### src/rtl/ss_rvc_decode.sv
// rtl/ss_rvc_decode.sv - ss_rvc decode stage with 2-entry skid-buffered output
//
// Decodes LOAD / STORE / OP-IMM / OP instructions into register indices, a
// sign-extended immediate and ALU / memory controls. Everything else is
// flagged illegal but still flows downstream in order.
//
// Ports:
//   clk_i, rst_n_i        core clock, asynchronous active-low reset
//   flush_i               synchronous flush: drops both buffered entries and the input
//   inst_valid_i/ready_o  fetch handshake; inst_i / inst_pc_i are the payload
//   dec_valid_o/ready_i   execute handshake; dec_* are the registered payload
//   illegal_cnt_o         saturating count of accepted illegal encodings
module ss_rvc_decode #(
    parameter int XLEN  = 32,
    parameter int CNT_W = 8
) (
    input  logic             clk_i,
    input  logic             rst_n_i,
    input  logic             flush_i,
    input  logic             inst_valid_i,
    output logic             inst_ready_o,
    input  logic [31:0]      inst_i,
    input  logic [XLEN-1:0]  inst_pc_i,
    output logic             dec_valid_o,
    input  logic             dec_ready_i,
    output logic [XLEN-1:0]  dec_pc_o,
    output logic [4:0]       dec_rs1_o,
    output logic [4:0]       dec_rs2_o,
    output logic [4:0]       dec_rd_o,
    output logic [XLEN-1:0]  dec_imm_o,
    output logic [2:0]       dec_alu_op_o,
    output logic             dec_sub_sra_o,
    output logic             dec_alu_src_imm_o,
    output logic             dec_reg_wr_o,
    output logic             dec_mem_rd_o,
    output logic             dec_mem_wr_o,
    output logic [2:0]       dec_mem_size_o,
    output logic             dec_illegal_o,
    output logic [CNT_W-1:0] illegal_cnt_o
);

    typedef struct packed {
        logic [XLEN-1:0] pc;
        logic [4:0]      rs1;
        logic [4:0]      rs2;
        logic [4:0]      rd;
        logic [XLEN-1:0] imm;
        logic [2:0]      alu_op;
        logic            sub_sra;
        logic            alu_src_imm;
        logic            reg_wr;
        logic            mem_rd;
        logic            mem_wr;
        logic [2:0]      mem_size;
        logic            illegal;
    } entry_t;

    localparam logic [6:0] OPC_LOAD   = 7'b0000011;
    localparam logic [6:0] OPC_STORE  = 7'b0100011;
    localparam logic [6:0] OPC_OP_IMM = 7'b0010011;
    localparam logic [6:0] OPC_OP     = 7'b0110011;

    // ---------------------------------------------------------------
    // Combinational decode of the incoming word
    // ---------------------------------------------------------------
    logic [6:0]      opcode;
    logic [2:0]      funct3;
    logic            f7_zero;
    logic            f7_alt;
    logic [XLEN-1:0] imm_i;
    logic [XLEN-1:0] imm_s;
    logic            legal;
    entry_t          dec;

    assign opcode  = inst_i[6:0];
    assign funct3  = inst_i[14:12];
    assign f7_zero = (inst_i[31:25] == 7'b0000000);
    assign f7_alt  = (inst_i[31:25] == 7'b0100000);
    assign imm_i   = {{(XLEN-12){inst_i[31]}}, inst_i[31:20]};
    assign imm_s   = {{(XLEN-12){inst_i[31]}}, inst_i[31:25], inst_i[11:7]};

    always_comb begin
        dec     = '0;
        legal   = 1'b0;
        dec.pc  = inst_pc_i;
        dec.rs1 = inst_i[19:15];
        dec.rs2 = inst_i[24:20];
        dec.rd  = inst_i[11:7];
        case (opcode)
            OPC_LOAD: begin
                // 011, 110 and 111 are not defined load widths
                legal           = (funct3 != 3'b011) && (funct3[2:1] != 2'b11);
                dec.imm         = imm_i;
                dec.alu_src_imm = 1'b1;
                dec.mem_rd      = 1'b1;
                dec.reg_wr      = 1'b1;
                dec.mem_size    = funct3;
            end
            OPC_STORE: begin
                legal           = !funct3[2] && (funct3[1:0] != 2'b11);
                dec.imm         = imm_s;
                dec.alu_src_imm = 1'b1;
                dec.mem_wr      = 1'b1;
                dec.mem_size    = funct3;
            end
            OPC_OP_IMM: begin
                dec.alu_op      = funct3;
                dec.imm         = imm_i;
                dec.alu_src_imm = 1'b1;
                dec.reg_wr      = 1'b1;
                case (funct3)
                    3'b001:  legal = f7_zero;
                    3'b101: begin
                        legal       = f7_zero || f7_alt;
                        dec.sub_sra = inst_i[30];
                    end
                    default: legal = 1'b1;
                endcase
            end
            OPC_OP: begin
                dec.alu_op  = funct3;
                dec.reg_wr  = 1'b1;
                dec.sub_sra = inst_i[30];
                legal       = f7_zero || (f7_alt && (funct3 == 3'b000 || funct3 == 3'b101));
            end
            default: legal = 1'b0;
        endcase
        // Illegal entries must never cause architectural side effects
        dec.reg_wr  = dec.reg_wr && legal && (dec.rd != 5'd0);
        dec.mem_rd  = dec.mem_rd && legal;
        dec.mem_wr  = dec.mem_wr && legal;
        dec.illegal = !legal;
    end

    // ---------------------------------------------------------------
    // Output register (or) + skid register (sk)
    // ---------------------------------------------------------------
    entry_t           or_q, or_d, sk_q, sk_d;
    logic             or_valid_q, or_valid_d;
    logic             sk_valid_q, sk_valid_d;
    logic [CNT_W-1:0] cnt_q, cnt_d;
    logic             accept;
    logic             pop;

    // Ready depends only on skid occupancy, so dec_ready_i never reaches inst_ready_o
    assign inst_ready_o = !sk_valid_q;
    assign accept       = inst_valid_i && !sk_valid_q && !flush_i;
    assign pop          = or_valid_q && dec_ready_i;

    always_comb begin
        or_d       = or_q;
        sk_d       = sk_q;
        or_valid_d = or_valid_q;
        sk_valid_d = sk_valid_q;
        cnt_d      = cnt_q;
        if (flush_i) begin
            or_valid_d = 1'b0;
            sk_valid_d = 1'b0;
        end else if (!or_valid_q || pop) begin
            if (sk_valid_q) begin
                // Older skid entry moves up first to preserve order
                or_d       = sk_q;
                or_valid_d = 1'b1;
                sk_valid_d = accept;
                if (accept) begin
                    sk_d = dec;
                end
            end else begin
                or_valid_d = accept;
                if (accept) begin
                    or_d = dec;
                end
            end
        end else if (accept) begin
            sk_d       = dec;
            sk_valid_d = 1'b1;
        end
        if (accept && dec.illegal && (cnt_q != {CNT_W{1'b1}})) begin
            cnt_d = cnt_q + {{(CNT_W-1){1'b0}}, 1'b1};
        end
    end

    always_ff @(posedge clk_i or negedge rst_n_i) begin
        if (!rst_n_i) begin
            or_q       <= '0;
            sk_q       <= '0;
            or_valid_q <= 1'b0;
            sk_valid_q <= 1'b0;
            cnt_q      <= '0;
        end else begin
            or_q       <= or_d;
            sk_q       <= sk_d;
            or_valid_q <= or_valid_d;
            sk_valid_q <= sk_valid_d;
            cnt_q      <= cnt_d;
        end
    end

    assign dec_valid_o       = or_valid_q;
    assign dec_pc_o          = or_q.pc;
    assign dec_rs1_o         = or_q.rs1;
    assign dec_rs2_o         = or_q.rs2;
    assign dec_rd_o          = or_q.rd;
    assign dec_imm_o         = or_q.imm;
    assign dec_alu_op_o      = or_q.alu_op;
    assign dec_sub_sra_o     = or_q.sub_sra;
    assign dec_alu_src_imm_o = or_q.alu_src_imm;
    assign dec_reg_wr_o      = or_q.reg_wr;
    assign dec_mem_rd_o      = or_q.mem_rd;
    assign dec_mem_wr_o      = or_q.mem_wr;
    assign dec_mem_size_o    = or_q.mem_size;
    assign dec_illegal_o     = or_q.illegal;
    assign illegal_cnt_o     = cnt_q;

endmodule

### config.mk
export PLATFORM = sky130hd
export DESIGN_NAME = ss_rvc_decode
export DESIGN_NICKNAME = d
export VERILOG_FILES = /design/src/rtl/ss_rvc_decode.sv
export SDC_FILE = /design/constraint.sdc
export NUM_CORES = 1
export LEC_CHECK = 0
export BUFFER_PORTS_ARGS = -buffer_cell sky130_fd_sc_hd__buf_2
export CORE_MARGIN = 2
export CORE_UTILIZATION = 56
export DETAILED_ROUTE_END_ITERATION = 8
export HOLD_SLACK_MARGIN = 0.12
export PLACE_DENSITY = 0.83
export SLEW_MARGIN = 20
export SYNTH_ARGS = -nofsm -noshare
export SYNTH_HDL_FRONTEND = slang
export SYNTH_SLANG_ARGS = --single-unit
### constraint.sdc
create_clock -name clk_i -period 4.7 [get_ports clk_i]
set_clock_uncertainty 0.2 [all_clocks]
set_input_delay 0.47 -clock clk_i [delete_from_list [all_inputs] [get_ports clk_i]]
set_output_delay 0.47 -clock clk_i [all_outputs]
set_load 0.02 [all_outputs]
==> out/metrics.yaml <==
sta:
  max_freq_ghz: 0.3735
  finalMaxSlewViolations: 0
  timing.final.crit_share_pct: 56.97
  hold_viol_final: 0
  max_slew_margin_pct: 29.89
  final.setup.tns_ps: 0
  rsz0062_at_grt: "no"
  tightest_slew_ps: 1052
  fin_crit_ps: 2677
  setup_viol: 0
pwr:
  p_total_mw: 3.885
  power.density_nw_per_um2: 451.1
  irDropWorstVdd_uv: 289.1
  power.leakage_nw: 3.967
floorplanning:
  num_rows: 40
  start_util_pct: 56.76
  die_h_um: 113.9
  core_area_um2: 11910
  dieArea_um2: 12970
  die_w_um: 113.9
  io_pins: 170
clocking:
  cts_root_buf: "clkbuf_16"
  clkSinkCount: 152
  max-clock-path-buffers: 2
  numCtsBuffers: 17
  clkTransAtPathRegs_ps: 60
  h-tree-depth: 4
  cts_tree: "done"
  insertion_delay_ps: 420
logic_synthesis:
  synth_sequential_area_ratio_pct: 56.25
  post_synth_inst_count: 621
  synth_xor_area_share_pct: 0.9067
  yosys.area_share.simple_pct: 12.16
  ys_warn_count: 0
  syn_nets: 691
  synth.cell_area_um2: 6761
  synthDistinctLibCells: 44
  synth_fa_ha_area_share_pct: 0.1850
  synth_top_family_by_area: "multiplexers"
  synth_edf_count: 0
  synth_ff_type: "dfrtp_1"
  syn_avg_cell_area_um2: 10.89
  synth_compound_area_share_pct: 10.46
  async_flop_share_pct: 100.0
  synth_seq_cells: 152
  synth_mux_area_share_pct: 15.32
cells_and_area:
  nFillCells: 866
  drive_gt1_share_pct: 32.71
  diodes: 0
  postLayoutCoreUtil_pct: 72.31
  final_common_cell: "buf_2"
  area_delta_synth_final_pct: 27.39
  final_cell_mix: "buf_2 (168), dfrtp_1 (151), nand2_1 (108), o21ai_0 (71)"
  layout.cells.non_filler: 954
  nets: 864
setup_path:
  critPathRequiredTime_ps: 4800
  crit_buf_inv: 0
  worstSetupPathType: "reg -> reg"
  slowest_delay_ps: 670
  crit_fanout: 94
  crit_slowest_cell: "dfrtp_4"
  worstPathCellList: "nor3b_1, nand2_4, mux2_2"
  critPathTopFamily: "simple AND/OR/NAND/NOR gates"
  crit_arrival_ps: 2780
  path_depth: 3
  critPathLaunchType: "register"
  end_kind: "register"
  reg2regPathDepth: 3
route:
  wl_met3_um: 1020
  drt_iter0_drc: 377
  ant_nets: 0
  routed_via_density: 5.473
  top_layer: "met4"
  met1Wirelength_um: 6464
  drc_errors: 0
  post_drt_wl_per_cell_um: 15.94
  wirelength_um: 15210
  vias: 5221
  first_pass_iters: 5
  routed-wl-met2_um: 7510
grt:
  grt_use_total_pct: 24.77
  overflow: 0
  grt_start_max_net_pins: 110
  grt_pass1_vias: 5058
  antenna_found_initial: 0
  grt_pass1_wl_um: 25210
outcome:
  status: "completed"
placement:
  placed_cells: 879
  routabilityCongestion: 0.8104
  dp_hpwl_um: 9615
  portBuffers: 169
min_path:
  hold_path_depth: 2
  hold_class: "in -> reg"
job:
  cap_violations: 0
## synth_stat cells, drive strengths merged, types with 3 or more instances
| cell type | number | area share (%) |
|---|---|---|
| nand2 | 109 | 6.1 |
| nand3 | 18 | 1.3 |
| o21a | 6 | 0.67 |
| mux2 | 49 | 8.2 |
| mux2i | 48 | 7.1 |
| o31ai | 5 | 0.56 |
| o211ai | 6 | 0.67 |
| nand3b | 3 | 0.33 |
| nor3 | 10 | 0.74 |
| nor2b | 7 | 0.65 |
| o21ai | 74 | 5.5 |
| nor2 | 15 | 0.87 |
| clkbuf | 29 | 1.6 |
| buf | 32 | 3.0 |
| a21oi | 14 | 1.1 |
| a31oi | 12 | 1.1 |
| nor4 | 4 | 0.59 |
| dfrtp | 152 | 56 |
| xor2 | 7 | 0.91 |
## power breakdown
part           switching [mW]  total (mW)  internal (mW)  leakage [nW]
sequential              0.144        1.67           1.53          1.92
combinational           0.418       0.721          0.303          1.74
clock                   0.526        1.49          0.965         0.311
## sequential cells by signal, summed over array words and instances, names as in the netlist, 3 cells and up
name,flops
dec_alu_op_o,3
dec_imm_o,12
dec_mem_size_o,3
dec_pc_o,32
dec_rd_o,5
dec_rs1_o,5
dec_rs2_o,5
illegal_cnt_o,8
sk_q,71
## path summary, 6_finish.rpt
kind	startpoint	end	slack, ps
worst max-delay path	sk_valid_q$_DFFE_PN0P_	sk_q[67]$_DFFE_PN0P_	2020
worst min-delay path	inst_i[23]	sk_q[52]$_DFFE_PN0P_	130
worst max register to register	sk_valid_q$_DFFE_PN0P_	sk_q[67]$_DFFE_PN0P_	2020
worst min register to register	dec_rs1_o[1]$_DFFE_PN0P_	dec_rs1_o[1]$_DFFE_PN0P_	270
max in group asynchronous	rst_n_i	dec_pc_o[22]$_DFFE_PN0P_	2570
min in group asynchronous	rst_n_i	illegal_cnt_o[6]$_DFFE_PN0P_	520
## cell families (layout without fill, tap and decap cells)
family	count (synthesis)	after routing
adder cells (fa/ha/maj)	1	1
AO/OA/AOI/OAI	123	123
buffers and inverters	63	249
XOR/XNOR	7	7
flip-flops	152	152
multiplexers	97	97
AND/OR/NAND/NOR	178	178
## per-layer routing
layer  GRT usage (%)  vias to the layer above
met4           9.675                        0
met3           6.642                       22
met1           32.76                     2515
met2           39.40                      203
met5               0                        -
li1                -                     2481
## repair_timing
item                       in CTS  in global routing
hold endpoints to repair      148                  0
buffers inserted                0                  0
resized for setup               0                  0
setup endpoints to repair       0                  0
hold buffers                   43                  0
## area by class of cell
cell class                      instances  area [um2]  area share (%)
Clock buffer                           19       452.9           5.259
Clock inverter                         13       200.2           2.324
Inverter                                2       7.507         0.08716
Multi-Input combinational cell        406        2656           30.84
Sequential cell                       152        3807           44.20
Tap cell                              147       183.9           2.135
Timing Repair Buffer                  215        1305           15.15
## stage by stage
stage	area (um2)	hold slack (ps)	worst slack, ps
finish	8613	130.3	2023
global route	8613	130.8	1839
CTS	8613	123.3	2037
detailed placement	7530	264.6	2052
global placement	7530	259.9	2115
floorplan	6761	-25.59	2610
Note: power is estimated with default switching activity, not from simulation.
